<file path="config.mk">
export PLATFORM = sky130hd
export DESIGN_NAME = mem_port_arbiter_flat
export DESIGN_NICKNAME = d
export VERILOG_FILES = /design/src/rtl/mem_port_arbiter_if.sv /design/src/rtl/mem_port_arbiter.sv /design/src/flat_wrapper.sv
export SDC_FILE = /design/constraint.sdc
export NUM_CORES = 1
export LEC_CHECK = 0
export ABC_AREA = 1
export CORE_MARGIN = 2
export CORE_UTILIZATION = 50
export DETAILED_ROUTE_END_ITERATION = 12
export DONT_BUFFER_PORTS = 1
export PLACE_DENSITY = 0.68
export SLEW_MARGIN = 25
export SYNTH_ARGS = -nofsm -noshare
export SYNTH_HDL_FRONTEND = slang
export SYNTH_SLANG_ARGS = --single-unit
</file>
<file path="constraint.sdc">
create_clock -name clk -period 2.1 [get_ports clk]
set_clock_uncertainty 0.05 [all_clocks]
set_input_delay 0.105 -clock clk [delete_from_list [all_inputs] [get_ports clk]]
set_output_delay 0.105 -clock clk [all_outputs]
set_load 0.05 [all_outputs]
</file>
<file path="src/rtl/mem_port_arbiter_if.sv">
// Requester and RAM port A signal bundle for mem_port_arbiter.
// The slave modport is the arbiter; the master modport is the requesters plus the RAM.
interface mem_port_arbiter_if #(
    parameter int unsigned AW = 10,
    parameter int unsigned DW = 16
);
    logic          req0;
    logic          req1;
    logic [1:0]    op0;
    logic [1:0]    op1;
    logic [AW-1:0] addr0;
    logic [AW-1:0] addr1;
    logic [DW-1:0] wdata0;
    logic [DW-1:0] wdata1;
    logic          ack0;
    logic          ack1;
    logic [DW-1:0] rdata;
    logic          ovf;
    logic          busy;
    logic [AW-1:0] ram_addr;
    logic [DW-1:0] ram_din;
    logic          ram_we;
    logic [DW-1:0] ram_dout;

    modport slave (
        input  req0, req1, op0, op1, addr0, addr1, wdata0, wdata1, ram_dout,
        output ack0, ack1, rdata, ovf, busy, ram_addr, ram_din, ram_we
    );

    modport master (
        output req0, req1, op0, op1, addr0, addr1, wdata0, wdata1, ram_dout,
        input  ack0, ack1, rdata, ovf, busy, ram_addr, ram_din, ram_we
    );
endinterface

</file>
<file path="src/rtl/mem_port_arbiter.sv">
// Round-robin sequencer for RAM port A serving the PID loop (0) and host/debug (1).
// Supports read, write, nop and atomic read-modify-write add; one transaction in flight.
module mem_port_arbiter #(
    parameter int unsigned AW       = 10,
    parameter int unsigned DW       = 16,
    parameter bit          SATURATE = 1'b1
) (
    input  logic               clk,
    input  logic               reset,
    mem_port_arbiter_if.slave  bus
);
    localparam logic [1:0] OP_RD  = 2'b00;
    localparam logic [1:0] OP_WR  = 2'b01;
    localparam logic [1:0] OP_ADD = 2'b10;
    localparam logic [1:0] OP_NOP = 2'b11;

    typedef enum logic [2:0] {IDLE, ACCESS, WAIT, WB, ACK} state_t;

    state_t        state_q, state_d;
    logic          last_grant_q, last_grant_d;
    logic          gid_q, gid_d;
    logic [1:0]    op_q, op_d;
    logic [AW-1:0] addr_q, addr_d;
    logic [DW-1:0] wdata_q, wdata_d;
    logic [DW-1:0] rdata_q, rdata_d;
    logic          ovf_q, ovf_d;
    logic          ack0_q, ack0_d;
    logic          ack1_q, ack1_d;
    logic          busy_q, busy_d;
    logic [AW-1:0] ram_addr_q, ram_addr_d;
    logic [DW-1:0] ram_din_q, ram_din_d;
    logic          ram_we_q, ram_we_d;
    logic          grant_c;
    logic [DW:0]   sum_ext_c;
    logic          add_ovf_c;
    logic [DW-1:0] sum_c;

    // Signed add of the word read back in WAIT and the latched addend.
    always_comb begin
        sum_ext_c = {bus.ram_dout[DW-1], bus.ram_dout} + {wdata_q[DW-1], wdata_q};
        add_ovf_c = sum_ext_c[DW] ^ sum_ext_c[DW-1];
        sum_c     = sum_ext_c[DW-1:0];
        if (SATURATE && add_ovf_c) begin
            sum_c = sum_ext_c[DW] ? {1'b1, {(DW-1){1'b0}}} : {1'b0, {(DW-1){1'b1}}};
        end
    end

    // Next state plus next values of every registered output.
    always_comb begin
        state_d      = state_q;
        last_grant_d = last_grant_q;
        gid_d        = gid_q;
        op_d         = op_q;
        addr_d       = addr_q;
        wdata_d      = wdata_q;
        rdata_d      = rdata_q;
        ovf_d        = ovf_q;
        grant_c      = 1'b0;

        case (state_q)
            IDLE: begin
                if (bus.req0 || bus.req1) begin
                    grant_c      = (bus.req0 && bus.req1) ? ~last_grant_q : bus.req1;
                    gid_d        = grant_c;
                    last_grant_d = grant_c;
                    op_d         = grant_c ? bus.op1    : bus.op0;
                    addr_d       = grant_c ? bus.addr1  : bus.addr0;
                    wdata_d      = grant_c ? bus.wdata1 : bus.wdata0;
                    state_d      = (op_d == OP_NOP) ? ACK : ACCESS;
                end
            end
            ACCESS: state_d = (op_q == OP_WR) ? ACK : WAIT;
            WAIT: begin
                rdata_d = bus.ram_dout;
                if (op_q == OP_ADD) begin
                    ovf_d   = add_ovf_c;
                    state_d = WB;
                end else begin
                    state_d = ACK;
                end
            end
            WB:  state_d = ACK;
            ACK: begin
                rdata_d = '0;
                ovf_d   = 1'b0;
                state_d = IDLE;
            end
            default: state_d = IDLE;
        endcase

        busy_d     = (state_d != IDLE);
        ack0_d     = (state_d == ACK) && !gid_d;
        ack1_d     = (state_d == ACK) && gid_d;
        ram_we_d   = ((state_d == ACCESS) && (op_d == OP_WR)) || (state_d == WB);
        ram_addr_d = ((state_d == ACCESS) || (state_d == WB)) ? addr_d : '0;
        ram_din_d  = '0;
        if ((state_d == ACCESS) && (op_d == OP_WR)) begin
            ram_din_d = wdata_d;
        end else if (state_d == WB) begin
            ram_din_d = sum_c;
        end
    end

    // State and output registers; reset aborts any transaction without an ack.
    always_ff @(posedge clk or negedge reset) begin
        if (!reset) begin
            state_q      <= IDLE;
            last_grant_q <= 1'b1;
            gid_q        <= 1'b0;
            op_q         <= OP_RD;
            addr_q       <= '0;
            wdata_q      <= '0;
            rdata_q      <= '0;
            ovf_q        <= 1'b0;
            ack0_q       <= 1'b0;
            ack1_q       <= 1'b0;
            busy_q       <= 1'b0;
            ram_addr_q   <= '0;
            ram_din_q    <= '0;
            ram_we_q     <= 1'b0;
        end else begin
            state_q      <= state_d;
            last_grant_q <= last_grant_d;
            gid_q        <= gid_d;
            op_q         <= op_d;
            addr_q       <= addr_d;
            wdata_q      <= wdata_d;
            rdata_q      <= rdata_d;
            ovf_q        <= ovf_d;
            ack0_q       <= ack0_d;
            ack1_q       <= ack1_d;
            busy_q       <= busy_d;
            ram_addr_q   <= ram_addr_d;
            ram_din_q    <= ram_din_d;
            ram_we_q     <= ram_we_d;
        end
    end

    assign bus.ack0     = ack0_q;
    assign bus.ack1     = ack1_q;
    assign bus.rdata    = rdata_q;
    assign bus.ovf      = ovf_q;
    assign bus.busy     = busy_q;
    assign bus.ram_addr = ram_addr_q;
    assign bus.ram_din  = ram_din_q;
    assign bus.ram_we   = ram_we_q;
endmodule

</file>
<file path="src/flat_wrapper.sv">
// flat-port wrapper written by rule: the top's interface ports become plain ports
module mem_port_arbiter_flat 
#(
    parameter int unsigned AW       = 10,
    parameter int unsigned DW       = 16,
    parameter bit          SATURATE = 1'b1
)
  (clk, reset, bus_req0, bus_req1, bus_op0, bus_op1, bus_addr0, bus_addr1, bus_wdata0, bus_wdata1, bus_ram_dout, bus_ack0, bus_ack1, bus_rdata, bus_ovf, bus_busy, bus_ram_addr, bus_ram_din, bus_ram_we);
  mem_port_arbiter_if #(.AW(AW), .DW(DW)) bus_i ();
  input  logic clk;
  input  logic reset;
  input wire logic [$bits(bus_i.req0)-1:0] bus_req0;
  input wire logic [$bits(bus_i.req1)-1:0] bus_req1;
  input wire logic [$bits(bus_i.op0)-1:0] bus_op0;
  input wire logic [$bits(bus_i.op1)-1:0] bus_op1;
  input wire logic [$bits(bus_i.addr0)-1:0] bus_addr0;
  input wire logic [$bits(bus_i.addr1)-1:0] bus_addr1;
  input wire logic [$bits(bus_i.wdata0)-1:0] bus_wdata0;
  input wire logic [$bits(bus_i.wdata1)-1:0] bus_wdata1;
  input wire logic [$bits(bus_i.ram_dout)-1:0] bus_ram_dout;
  output wire logic [$bits(bus_i.ack0)-1:0] bus_ack0;
  output wire logic [$bits(bus_i.ack1)-1:0] bus_ack1;
  output wire logic [$bits(bus_i.rdata)-1:0] bus_rdata;
  output wire logic [$bits(bus_i.ovf)-1:0] bus_ovf;
  output wire logic [$bits(bus_i.busy)-1:0] bus_busy;
  output wire logic [$bits(bus_i.ram_addr)-1:0] bus_ram_addr;
  output wire logic [$bits(bus_i.ram_din)-1:0] bus_ram_din;
  output wire logic [$bits(bus_i.ram_we)-1:0] bus_ram_we;
  assign bus_i.req0 = bus_req0;
  assign bus_i.req1 = bus_req1;
  assign bus_i.op0 = bus_op0;
  assign bus_i.op1 = bus_op1;
  assign bus_i.addr0 = bus_addr0;
  assign bus_i.addr1 = bus_addr1;
  assign bus_i.wdata0 = bus_wdata0;
  assign bus_i.wdata1 = bus_wdata1;
  assign bus_i.ram_dout = bus_ram_dout;
  assign bus_ack0 = bus_i.ack0;
  assign bus_ack1 = bus_i.ack1;
  assign bus_rdata = bus_i.rdata;
  assign bus_ovf = bus_i.ovf;
  assign bus_busy = bus_i.busy;
  assign bus_ram_addr = bus_i.ram_addr;
  assign bus_ram_din = bus_i.ram_din;
  assign bus_ram_we = bus_i.ram_we;
  mem_port_arbiter #(.AW(AW), .DW(DW), .SATURATE(SATURATE)) u_core (.clk(clk), .reset(reset), .bus(bus_i));
endmodule
</file>
==> run metrics <==
status=finished with violations; failing checks=setup timing; initial DRC count=164; Num CTS Buffers=9; WHS Path Cells=2; Mean Syn Cell Area=7.85 um2; final setup fails=15; critical path arrival=2.34 ns; most frequent cells after synthesis=nand2_1, dfrtp_1, inv_1, o21ai_0, nor2_1; Final Cycle Share=102%; Final Hold Fails=0; worst-path fanout max=16; Synth cell types=35; clk buf depth=2; Port Buffers=0; final-report max-slew violation count=0; DP Cell Count=672; grt ovf=0; setup tns final=-0.390 ns; Post-Synth XOR/XNOR Area=1.76%; leakage=2.81 nW; pwr/cell area=1700 nW/um2; post-route core utilization=65.1%; DPL Wire Length=8.29 mm; adder-cell area share of the yosys netlist=4.93%; crit path capture type=flop; Syn. warnings=0; H-tree levels=3; syn_nets=662; final hold slack=0.0159 ns; global-route wire length before repair=20.1 mm; share of layout cells above drive strength 1=17.3%; number of global-route vias before repair=4181; final-layout fill cell count=722; post-synthesis mux area share=0%; simple-gate share of the synthesized area=29.0%; Startpoint Class=flop; Post-DRT Antenna Nets=0; WS Path Type=flop to flop; Die H=98.5 um; largest family of logic cells by synthesized area=simple AND/OR/NAND/NOR gates; Core Box Area=8680 um2; Die ar.=9710 um2; register area share after synthesis=44.8%; FF-to-FF path depth=14; largest net degree at the start of global routing=81; RSZ-0062 raised after global routing=yes; flops & latches, synth=80; Hold Crit Class=input port to flop; I/O pin cnt=123; Cell Rows=34; GR Util All Layers=26.0%; CTS root buf=clkbuf_8; Main synth FF type=dfrtp_1; area leader, netlist=dfrtp_1; DR vias=4024; DR WL/cell=16.3 um; diode count=0; asr flop ratio synth=100%; placed inst area=4600 um2; synthesized area=4470 um2; number of nets in the layout=736; Clock Latency Late Sink=0.35 ns; register area=2000 um2; VDD IR max=0.000844 V; TritonCTS clock tree=done; die extent in x=98.5 um; Highest Clock Rate=465 MHz; Max-Slew Margin vs Limit=63.1%; Layout area overhead=26.5%; Worst Tran Pin Value=0.547 ns; Synth Instances=569; Synth Area in Compound Gates=11.2%; drt drc=0; drt total wl=12.3 mm; area of the multi-input gates=2280 um2; Critical Path RT=2.29 ns; Sink Count=80; Synth top area share=44.2%; EDFF count, synth=0; clock-pin slew on the worst setup and hold paths=0.09 ns; count leader, synth=nand2_1; Finished Cell Area=5650 um2; max cap viols=0; Synth area leaders=dfrtp_1, nand2_1, o21ai_0; gpl congestion=0.823; Initial Util=51.5%; Pre-antenna DRT Iters=5; min setup slack post-route=-0.0524 ns; fin cells=756; Vias/cell=5.32; min cycle time layout=2.15 ns; initial antenna violation count=0
[report_power, final]
| group | leakage, nW | total, mW | internal [mW] | switching [mW] |
|---|---|---|---|---|
| logic | 1.69 | 4.60 | 1.72 | 2.88 |
| clock network | 0.0929 | 1.13 | 0.554 | 0.581 |
| registers | 1.03 | 3.89 | 2.20 | 1.69 |
[layout by cell type, fill, tap and decap left out, types with 4 or more instances in the layout]
| cell type | netlist | layout |
|---|---|---|
| nand2_2 | 16 | 32 |
| nand3_1 | 28 | 26 |
| nand3b_1 | 4 | 4 |
| nor2_1 | 45 | 45 |
| nor3_1 | 4 | 4 |
| ha_2 | 0 | 4 |
| nand3_2 | 2 | 4 |
| inv_1 | 59 | 59 |
| o21ai_1 | 15 | 16 |
| dfrtp_1 | 79 | 79 |
| a21oi_1 | 9 | 7 |
| o21ai_0 | 58 | 57 |
| xnor2_1 | 8 | 8 |
| dlygate4sd3_1 | 0 | 63 |
| clkbuf_8 | 0 | 9 |
| buf_4 | 2 | 15 |
| nand2_1 | 171 | 155 |
| a21oi_2 | 3 | 5 |
| nand2_4 | 5 | 6 |
| ha_4 | 0 | 8 |
| ha_1 | 16 | 4 |
| inv_2 | 7 | 7 |
[routing by layer]
layer	vias up	routed length (um)	track usage [%]
met5	-	0	0
met4	0	279	7.59
met3	24	764	5.82
met2	160	6140	45.8
met1	1892	5170	32.1
li1	1948	-	-
[sequential cells by signal (all words and copies together) (netlist names)]
signal	cells
u_core.bus.ack1	1
u_core.bus.ram_we	1
u_core.bus.busy	1
u_core.gid_q	1
u_core.last_grant_q	1
u_core.state_q	3
u_core.bus.ram_addr	10
u_core.op_q	2
u_core.bus.ovf	1
u_core.bus.ram_din	16
u_core.addr_q	10
u_core.bus.rdata	16
u_core.wdata_q	16
u_core.bus.ack0	1
[cell type report]
cell class              count  share of cell area (%)
clock buffers              10                    2.26
clock inverters             6                    1.20
inverters                  66                    4.38
multi-input cells         405                    40.3
flip-flops and latches     80                    35.4
well taps                 108                    2.39
repair buffers             81                    14.0
[critical path, stage by stage (launching register included)]
cell and delay [ns]:
dfrtp_1 0.42, ha_4 0.18, fa_2 0.39, nand2_2 0.07
nand2_2 0.07, nand3_2 0.07, nand2_2 0.06, nand2_2 0.09
nand2_2 0.06, nand2_2 0.09, nand2_4 0.07, nand2_4 0.15
nand3_1 0.13, nand2_2 0.09, nand2_2 0.05
[what timing repair did]
| action | in CTS | in global routing |
|---|---|---|
| resized for setup | 23 | 18 |
| hold endpoints to repair | 129 | 0 |
| pin swaps | 6 | 11 |
| hold buffers | 64 | 0 |
| setup buffers | 4 | 0 |
| endpoints found under the setup margin | 16 | 17 |
| gates cloned | 2 | 0 |
[path summary, 6_finish.rpt]
| kind | start | end | slack (ns) |
|---|---|---|---|
| worst max-delay path | u_core.wdata_q[0]$_DFF_PN0_ | u_core.bus.ram_din[9]$_DFF_PN0_ | -0.05 |
| worst min-delay path | bus_wdata0[3] | u_core.wdata_q[3]$_DFF_PN0_ | 0.02 |
| worst max register to register | u_core.wdata_q[0]$_DFF_PN0_ | u_core.bus.ram_din[9]$_DFF_PN0_ | -0.05 |
| worst min register to register | u_core.last_grant_q$_DFFE_PN1P_ | u_core.last_grant_q$_DFFE_PN1P_ | 0.45 |
| max in group asynchronous | reset | u_core.last_grant_q$_DFFE_PN1P_ | 1.41 |
| min in group asynchronous | reset | u_core.bus.rdata[4]$_DFFE_PN0P_ | 0.23 |
[through the flow]
stage / power, mW / setup slack, ns
after detailed placement: 7.93 / -0.0408
after floorplan: 7.03 / 0.0475
after CTS: 9.49 / -0.0154
after global routing: 10.3 / -0.155
after global placement: 7.83 / 0.0402
final: 9.63 / -0.0524
[cell families after synthesis]
| kind of cell | Yosys count |
|---|---|
| buffers and inverters | 85 |
| AO/OA/AOI/OAI | 91 |
| flip-flops | 80 |
| AND/OR/NAND/NOR | 287 |
| adder cells (fa/ha/maj) | 17 |
| XOR/XNOR | 9 |
(Power assumes the default switching activity.)
